## config.mk

```make
export PLATFORM = sky130hd
export DESIGN_NAME = bin2bcd_seq_flat
export DESIGN_NICKNAME = d
export VERILOG_FILES = /design/src/rtl/bin2bcd_seq_if.sv /design/src/rtl/bin2bcd_seq.sv /design/src/flat_wrapper.sv
export SDC_FILE = /design/constraint.sdc
export NUM_CORES = 1
export LEC_CHECK = 0
export BUFFER_PORTS_ARGS = -buffer_cell sky130_fd_sc_hd__buf_4
export CORE_MARGIN = 1.5
export CORE_UTILIZATION = 49
export DETAILED_ROUTE_END_ITERATION = 10
export PLACE_DENSITY = 0.78
export SLEW_MARGIN = 25
export SYNTH_ARGS = -nofsm -noshare
export SYNTH_HDL_FRONTEND = slang
export SYNTH_SLANG_ARGS = --single-unit
```

## constraint.sdc

```tcl
create_clock -name clk -period 2.1 [get_ports clk]
set_input_delay 0.105 -clock clk [delete_from_list [all_inputs] [get_ports clk]]
set_output_delay 0.105 -clock clk [all_outputs]
set_load 0.03 [all_outputs]
```

## src/rtl/bin2bcd_seq_if.sv

```systemverilog
// Start/done handshake and result bus between a binary producer and bin2bcd_seq.
interface bin2bcd_seq_if #(
    parameter int BIN_W  = 20,
    parameter int DIGITS = 6
);
    logic                  start;
    logic [BIN_W-1:0]      bin;
    logic                  busy;
    logic                  done;
    logic [4*DIGITS-1:0]   bcd;
    logic                  overflow;

    modport master (
        output start, bin,
        input  busy, done, bcd, overflow
    );

    modport slave (
        input  start, bin,
        output busy, done, bcd, overflow
    );
endinterface

```

## src/rtl/bin2bcd_seq.sv

```systemverilog
// Sequential double-dabble binary-to-BCD converter, one input bit per clock.
// Optional build macro LEADING_ZERO_BLANK_EN blanks leading zero digits (4'hF) in the result.
module bin2bcd_seq #(
    parameter int BIN_W  = 20,
    parameter int DIGITS = 6
) (
    input  logic          clk,
    input  logic          rst_n,
    bin2bcd_seq_if.slave  bus
);
    localparam int CNT_W = $clog2(BIN_W + 1);
    localparam int DW    = 4 * DIGITS;

    typedef enum logic [1:0] {IDLE, SHIFT, FINISH} state_t;

    state_t            state_reg, state_next;
    logic [BIN_W-1:0]  shift_reg;
    logic [DW-1:0]     digits_reg;
    logic [DW-1:0]     digits_adj;
    logic [DW-1:0]     bcd_reg;
    logic [DW-1:0]     bcd_final;
    logic [CNT_W-1:0]  cnt_reg;
    logic              ovf_scr_reg;
    logic              overflow_reg;
    logic              done_reg;
    logic              busy_next;
    logic              accept;
    logic              lz_seen;

    // A new request is taken whenever no shift sequence is running.
    assign accept = bus.start && (state_reg != SHIFT);

    generate
        for (genvar gi = 0; gi < DIGITS; gi++) begin : g_add3
            always_comb begin
                digits_adj[4*gi +: 4] = digits_reg[4*gi +: 4];
                if (digits_reg[4*gi +: 4] >= 4'd5 && digits_reg[4*gi +: 4] <= 4'd9)
                    digits_adj[4*gi +: 4] = digits_reg[4*gi +: 4] + 4'd3;
            end
        end
    endgenerate

    always_comb begin
        bcd_final = digits_reg;
        lz_seen   = 1'b0;
`ifdef LEADING_ZERO_BLANK_EN
        for (int i = DIGITS - 1; i >= 1; i--) begin
            if (digits_reg[4*i +: 4] != 4'd0)
                lz_seen = 1'b1;
            if (!lz_seen)
                bcd_final[4*i +: 4] = 4'hF;
        end
`endif
        if (ovf_scr_reg)
            bcd_final = '1;
    end

    always_ff @(posedge clk) begin
        if (!rst_n)
            state_reg <= IDLE;
        else
            state_reg <= state_next;
    end

    always_comb begin
        state_next = state_reg;
        busy_next  = 1'b0;
        case (state_reg)
            IDLE: begin
                if (bus.start)
                    state_next = SHIFT;
            end
            SHIFT: begin
                busy_next = 1'b1;
                if (cnt_reg == CNT_W'(1))
                    state_next = FINISH;
            end
            FINISH: begin
                state_next = bus.start ? SHIFT : IDLE;
            end
            default: state_next = IDLE;
        endcase
    end

    always_ff @(posedge clk) begin
        if (!rst_n) begin
            shift_reg    <= '0;
            digits_reg   <= '0;
            cnt_reg      <= '0;
            ovf_scr_reg  <= 1'b0;
            bcd_reg      <= '0;
            overflow_reg <= 1'b0;
            done_reg     <= 1'b0;
        end else begin
            done_reg <= 1'b0;
            if (state_reg == FINISH) begin
                bcd_reg      <= bcd_final;
                overflow_reg <= ovf_scr_reg;
                done_reg     <= 1'b1;
            end
            if (accept) begin
                shift_reg   <= bus.bin;
                digits_reg  <= '0;
                ovf_scr_reg <= 1'b0;
                cnt_reg     <= CNT_W'(BIN_W);
            end else if (state_reg == SHIFT) begin
                // Any 1 leaving the top digit means the value cannot be shown.
                digits_reg  <= {digits_adj[DW-2:0], shift_reg[BIN_W-1]};
                shift_reg   <= {shift_reg[BIN_W-2:0], 1'b0};
                ovf_scr_reg <= ovf_scr_reg | digits_adj[DW-1];
                cnt_reg     <= cnt_reg - CNT_W'(1);
            end
        end
    end

    assign bus.busy     = busy_next;
    assign bus.done     = done_reg;
    assign bus.bcd      = bcd_reg;
    assign bus.overflow = overflow_reg;
endmodule

```

## src/flat_wrapper.sv

```systemverilog
// flat-port wrapper written by rule: the top's interface ports become plain ports
module bin2bcd_seq_flat 
#(
    parameter int BIN_W  = 20,
    parameter int DIGITS = 6
)
  (clk, rst_n, bus_start, bus_bin, bus_busy, bus_done, bus_bcd, bus_overflow);
  bin2bcd_seq_if #(.BIN_W(BIN_W), .DIGITS(DIGITS)) bus_i ();
  input  logic clk;
  input  logic rst_n;
  input wire logic [$bits(bus_i.start)-1:0] bus_start;
  input wire logic [$bits(bus_i.bin)-1:0] bus_bin;
  output wire logic [$bits(bus_i.busy)-1:0] bus_busy;
  output wire logic [$bits(bus_i.done)-1:0] bus_done;
  output wire logic [$bits(bus_i.bcd)-1:0] bus_bcd;
  output wire logic [$bits(bus_i.overflow)-1:0] bus_overflow;
  assign bus_i.start = bus_start;
  assign bus_i.bin = bus_bin;
  assign bus_busy = bus_i.busy;
  assign bus_done = bus_i.done;
  assign bus_bcd = bus_i.bcd;
  assign bus_overflow = bus_i.overflow;
  bin2bcd_seq #(.BIN_W(BIN_W), .DIGITS(DIGITS)) u_core (.clk(clk), .rst_n(rst_n), .bus(bus_i));
endmodule
```

Word level (Yosys, flattened, before mapping) --
Index checks and enable logic that the tools add are counted.
Word-level totals: bits in registers 78, output and inout port bits 27, logic and storage cells 64
Operators by class: add/sub/neg operators 7, order comparisons 12, eq/ne operators 6, muxes and demuxes 17, bitwise gates (word level) 2, reductions and logical operators 11
Operators with widths (number):
- $mux W20 | 2
- $add A4 B2 Y4 const B | 6
- $ge A4 B3 Y1 const B | 6
- $le A4 B4 Y1 const B | 6
- $mux W24 | 1
- $mux W4 | 6
- $mux W5 | 2
- $logic_and A1 B1 Y1 | 7
- $pmux W2 S3 | 1
- $eq A5 B1 Y1 const B | 1
- $sub A5 B1 Y5 const B | 1
- $mux W2 | 2
- $ne A2 B1 Y1 const B | 2
- $mux W1 | 3
- $eq A2 B1 Y1 const B | 1
- $eq A2 B2 Y1 const B | 1
- $logic_not A2 Y1 | 1
- $ne A2 B2 Y1 const B | 1
- $reduce_and A2 Y1 | 1
- $reduce_bool A2 Y1 | 1
- $reduce_or A2 Y1 | 1
- $not A1 Y1 | 1
- $or A1 B1 Y1 | 1

Longest topological paths before layout --
Gate-level depths: netlist (run 1).
depth in word-level cells 4, mapped depth 7

Least setup slack after synthesis (run 1) --
Ideal clock, no wire load.
path type reg-to-reg, start reg u_core.digits_reg[12], end reg u_core.digits_reg[14], arrival 1360 ps, path slack 666 ps, stages on the path, launching flop included 7, path buffers 0, period minus slack after synthesis 1434 ps, cell sequence dfxtp_1 > inv_1 > ha_1 > o21ai_0 > o22ai_1 > or3_1 > a31oi_1
Between the ends: cells in the longest elaborated chain, start to end 3
RTL lines:
- start: declaration | line bin2bcd_seq.sv:18 | logic [DW-1:0] digits_reg;
- start signal: assignment | line bin2bcd_seq.sv:108 | digits_reg <= {digits_adj[DW-2:0], shift_reg[BIN_W-1]};
- $ge A4 B3 Y1 / $le A4 B4 Y1 (equally long branches) | line bin2bcd_seq.sv:37 | if (digits_reg[4*gi +: 4] >= 4'd5 && digits_reg[4*gi +: 4] <= 4'd9)
- $logic_and A1 B1 Y1 | line bin2bcd_seq.sv:37
- $mux W4 (*) | line bin2bcd_seq.sv:37
Every way passes the cells marked *; elsewhere a longest branch is shown, timed or not. A chain may end at the register's enable or synchronous reset.

Final worst setup path (run 1) --
Same ends and word-level chain as after synthesis.

==> impl_metrics.ini, run 1 <==
[floorplan]
core_area_sq_um = 7370
die_h_um = 91.0
die_area_sq_um = 8290
die_w_um = 91.0
start_util_pct = 51.5
num_rows = 31
ios = 50

[logic_synthesis]
synth_compound_area_share_pct = 22.2
async_flop_share_pct = 0
ys_ff_latch = 78
yosys-mux-area-fraction_pct = 6.85
synth-edff-count = 0
synth.distinct_cells = 35
synthFlopType = dfxtp_1
synth.area.top_cells = dfxtp_1 (41%), o211a_1 (12%), mux2i_1 (6.9%)
syn_area_sq_um = 3800
synth_fa_ha_area_share_pct = 4.61
syn-num-nets = 465
synth_most_common_cell = dfxtp_1
synth-simple-area-share_pct = 16.4
synth.top_cell.area_share_pct = 41.1
synth_xor_area_share_pct = 1.85
netlist_instances = 428
yosys-top-cells-count = dfxtp_1 (78), nand2_1 (60), nor2_1 (56)
ys_warn_count = 0
synth_top_area_cell = dfxtp_1
yosysSeqAreaShare_pct = 41.1
syn_avg_cell_area_sq_um = 8.87
synth_top_family_by_area = compound AO/OA/AOI/OAI gates

[timing]
worst_pin_slew_ps = 492
finalCriticalPeriod_ps = 1580
finalHoldViolCount = 0
maxSlewViolCount = 0
holdWs_ps = 14.4
setup-tns-final_ps = 0
max_freq_mhz = 633
final.setup_skew_ps = 7.41
maxSlewHeadroom_pct = 67.1
finalCritPeriodShare_pct = 75.3
rsz0062_at_grt = false
finalSetupViolCount = 0

[power]
peakVddDrop_mv = 0.422
p_leak_nw = 2.22
powerDensity_nw_per_um2 = 702
total_power_w = 0.00310

[setup_path]
cp-start-kind = flop
arrival_ps = 1860
path_class = reg -> reg
endpoint_kind = flop
worst_ep_required_time_ps = 2380
path_max_fanout = 5

[clock_tree]
clkLatencyLatePin_ps = 350
cts_root_buffer = clkbuf_8
cts-buffers-inserted = 9
cts_max_level = 3
clk_path_buf_depth = 2
post_cts_resized = 0
cts_setup_buffers = 0
clkSinkCount = 78
ctsHoldBuffers = 0
cts_tree = built
clk_pin_slew_ps = 70

[global_routing]
grt_usage_pct = 18.7
grt_pass1_vias = 2935
overflow = 0
antenna_found_initial = 0
grt_start_max_net_pins = 79
grt_pass1_wl_mm = 12.7

[placement]
port_buffers = 49
gp_congestion = 0.884
dpl_cell_area_sq_um = 4210
dpl.hpwl_mm = 4.99

[worst_hold_path]
hold_path.class = in -> reg

[layout]
final_nets = 501
layout-drive-gt1-share_pct = 16.2
final-seq-area_sq_um = 1560
final_util_pct = 59.9
n_antenna_cell = 0
multi_input_area_sq_um = 1980
final_cell_area_sq_um = 4410
fill_cells = 654
syn2layout_area_growth_pct = 16.2

[routing]
wl_per_cell_um = 13.0
routed_wl_mm = 7.39
first_pass_iters = 4
drc = 0
drtAntennaViolNets = 0
drt_iter0_drc = 163
via_per_inst = 5.40
vias = 3069

[status]
status = finished clean

[run]
cap_violations = 0
[routing by layer]
layer	part of all wire (%)	up-vias	routed length [um]	track usage [%]
li1	-	1550	-	-
met1	47	1444	3450	22.0
met2	47	61	3470	32.0
met3	4.3	14	316	3.94
met4	2.2	0	165	9.11
met5	0	-	0	0
[kinds of logic (layout without fill, tap and decap cells)]
group / count (synthesis) / after routing
AND/OR/NAND/NOR: 144 / 144
AO/OA/AOI/OAI: 105 / 105
flip-flops: 78 / 78
buffers and inverters: 53 / 94
multiplexers: 26 / 26
adder cells (fa/ha/maj): 14 / 14
XOR/XNOR: 8 / 8
[power breakdown]
part	internal (W)	switching (W)
combinational	0.000174	0.000206
sequential	0.00154	0.0000447
clock	0.000613	0.000518
total	0.00233	0.000769
[per-stage QoR]
stage	setup WS, ps	cells
final	519	568
after global routing	407	568
after CTS	518	568
after detailed placement	522	552
after global placement	602	552
after floorplan	666	428
[critical path, stage by stage, from the launching register on]
cell and delay, ps:
dfxtp_1 420, inv_1 90, ha_1 240, o21ai_0 150, o22ai_1 130, or3_1 330
a31oi_1 160
[cell type report]
class / instances / share of cell area, %
Multi-Input combinational cell: 297 / 44.9
Tap cell: 99 / 2.81
Timing Repair Buffer: 56 / 10.4
Clock inverter: 3 / 0.964
Sequential cell: 78 / 35.4
Clock buffer: 13 / 3.60
Inverter: 22 / 1.93
[cells in the final DEF, fill, tap and decap left out, drive strengths merged, types with 2 or more instances in the layout]
master and instances:
a211oi 6, a21o 6, a21oi 8, a22oi 6
and2 2, buf 56, clkbuf 13, dfxtp 78
ha 14, inv 22, mux2i 26, nand2 60
nand2b 7, nor2 56, nor2b 7, nor3 5
o211a 45, o21ai 19, o22a 5, o22ai 8
xnor2 8
[final timing paths]
path / slack [ps] / depth (start not counted) / startpoint / to
max: 520 / 6 / u_core.digits_reg[12] / u_core.digits_reg[14]
min: 10 / 3 / bus_bin[0] / u_core.shift_reg[0]
max reg2reg: 520 / 6 / u_core.digits_reg[12] / u_core.digits_reg[14]
min reg2reg: 480 / 2 / u_core.shift_reg[19] / u_core.digits_reg[0]
Power figures use the tool's default switching activity.
==> run 2: changes to the inputs <==
- PLACE_DENSITY: 0.78 -> 0.81
- clock period: 2.1 -> 1.3 ns (I/O delays scaled with it)
==> run 2 against run 1 <==
  * The flow now finishes with violations (negative setup slack)
  * Final cell count up 8.5%
  * Die area is the same
  * Register-to-register slack got worse by 650 ps
  * Combinational power grew 120%
  * Power increased by 73%
  * Global-route usage grew 2.3 points
  * Sequential share of layout area shrank 4.2 points
  * Critical path depth increased by 1
  * Clock power up 72%
  * Largest cell class unchanged
==> impl_metrics.ini, run 2 (synthesis results as in run 1) <==
[global_routing]
grt_pass1_wl_mm = 14.2
grt_usage_pct = 21.0
antenna_found_initial = 0
grt_pass1_vias = 3162
overflow = 0
grt_start_max_net_pins = 50

[clock_tree]
cts_root_buffer = clkbuf_8
cts-buffers-inserted = 9
clkLatencyLatePin_ps = 350
cts_tree = built
cts_max_level = 3
clkSinkCount = 78
clk_pin_slew_ps = 80
clk_path_buf_depth = 2

[timing]
holdWs_ps = 61.1
finalCriticalPeriod_ps = 1430
finalSetupViolCount = 12
maxSlewViolCount = 0
finalHoldViolCount = 0
max_freq_mhz = 697
rsz0062_at_grt = true
final.setup_skew_ps = 12.3
setup_ws_ps = -134
worst_pin_slew_ps = 485
setup-tns-final_ps = -573
maxSlewHeadroom_pct = 67.7
finalCritPeriodShare_pct = 110

[status]
violations = negative setup slack
status = finished, violations left

[layout]
layout_common_cells = buf_4 (99), dfxtp_1 (63), nand2_1 (60)
layout-drive-gt1-share_pct = 34.2
fill_cells = 538
n_antenna_cell = 0
final_common_cell = buf_4
final_nets = 549
final_cell_area_sq_um = 5100
syn2layout_area_growth_pct = 34.4

[routing]
drc = 0
drt_iter0_drc = 173
vias = 3392
via_per_inst = 5.51
wl_per_cell_um = 14.7
first_pass_iters = 7
drtAntennaViolNets = 0
routed_wl_mm = 9.05

[setup_path]
path_max_fanout = 3
cp-endpoint = u_core.digits_reg[13]
arrival_ps = 1660
critPathLaunch = u_core.digits_reg[13]
worst_ep_required_time_ps = 1520
r2r_start = u_core.digits_reg[13]
r2r_setup_slack_ps = -130
cp-start-kind = flop
rr_worst_depth = 7
path_class = reg -> reg
endpoint_kind = flop
reg2reg_to = u_core.digits_reg[13]

[power]
powerDensity_nw_per_um2 = 1050
pwr-share-clk_pct = 36.3
swShare_pct = 25.8
peakVddDrop_mv = 0.659
internal_power_w = 0.00397
total_power_w = 0.00536
combPwrFrac_pct = 16.0
power_frac_seq_pct = 47.8
p_leak_nw = 2.56
p_sw_w = 0.00138

[placement]
port_buffers = 49
gp_congestion = 0.782
dpl.hpwl_mm = 5.38
dpl_cell_area_sq_um = 4510

[floorplan]
num_rows = 31
core_area_sq_um = 7370
die_area_sq_um = 8290
start_util_pct = 51.5
ios = 50
die_h_um = 91.0
die_w_um = 91.0

[run]
cap_violations = 0

[worst_hold_path]
hold_path.class = in -> reg
## run 2: changes by cell type in the layout (fill, tap and decap cells not counted), sizes merged
cell	before	now
buf	56	103
clkbuf	13	14
clkinvlp	1	0
dlygate4sd3	0	1
## run 2: worst max-delay path, cell delays in order (launching register included)
cell	delay (ps)
dfxtp_2	370
inv_4	60
ha_4	160
and2b_2	260
o22ai_4	80
buf_4	160
xnor2_2	140
o22ai_1	80
## run 2: area by class of cell
class                           instances  area (sq um)  share of cell area [%]
Timing Repair Buffer                  104           833                    16.3
Clock buffer                           14           173                    3.38
Multi-Input combinational cell        297          2230                    43.7
Sequential cell                        78          1590                    31.2
Tap cell                               99           124                    2.43
Inverter                               22           113                    2.21
Clock inverter                          2          38.8                   0.760
## run 2: metal layers
layer	track usage (%)	vias up	wire (um)
met5	0	-	0
met4	9.77	0	240
met3	4.44	20	427
met2	35.2	100	4460
met1	25.5	1635	3920
li1	-	1637	-
## run 2: how the worst min path moves through the flow
stage | startpoint | to | slack, ps | cells past startpoint
5_1_grt | bus_bin[5] | u_core.shift_reg[5] | 70 | 4
2_1_floorplan | bus_bin[0] | u_core.shift_reg[0] | 230 | 2
3_5_place_dp | bus_bin[0] | u_core.shift_reg[0] | 340 | 3
4_1_cts | rst_n | u_core.shift_reg[0] | 50 | 3
6_report | rst_n | u_core.shift_reg[0] | 60 | 3
3_3_place_gp | bus_bin[0] | u_core.shift_reg[0] | 320 | 3
## run 2: what timing repair did
| action | in CTS | in global routing |
|---|---|---|
| endpoints found under the setup margin | 22 | 15 |
| endpoints found under the hold margin | 1 | 0 |
| setup buffers | 7 | 6 |
| pin swaps | 14 | 8 |
| hold buffers | 1 | 0 |
| resized for setup | 52 | 25 |
## run 2: power groups by stage
| stage | clock network [W] | logic [W] | registers [W] |
|---|---|---|---|
| 2_1_floorplan | 0 | 0.000482 | 0.00261 |
| 3_3_place_gp | 0 | 0.000698 | 0.00260 |
| 3_5_place_dp | 0 | 0.000729 | 0.00260 |
| 4_1_cts | 0.00197 | 0.000807 | 0.00255 |
| 5_1_grt | 0.00207 | 0.000936 | 0.00257 |
| 6_report | 0.00194 | 0.000855 | 0.00256 |
## run 2: per-stage QoR
step	instances	setup WS, ps	util [%]
3_3_place_gp	586	-20.8	61.1
4_1_cts	610	-76.0	67.1
6_report	616	-134	69.3
5_1_grt	616	-192	69.3
2_1_floorplan	428	-10.6	-
3_5_place_dp	586	-95.7	61.1
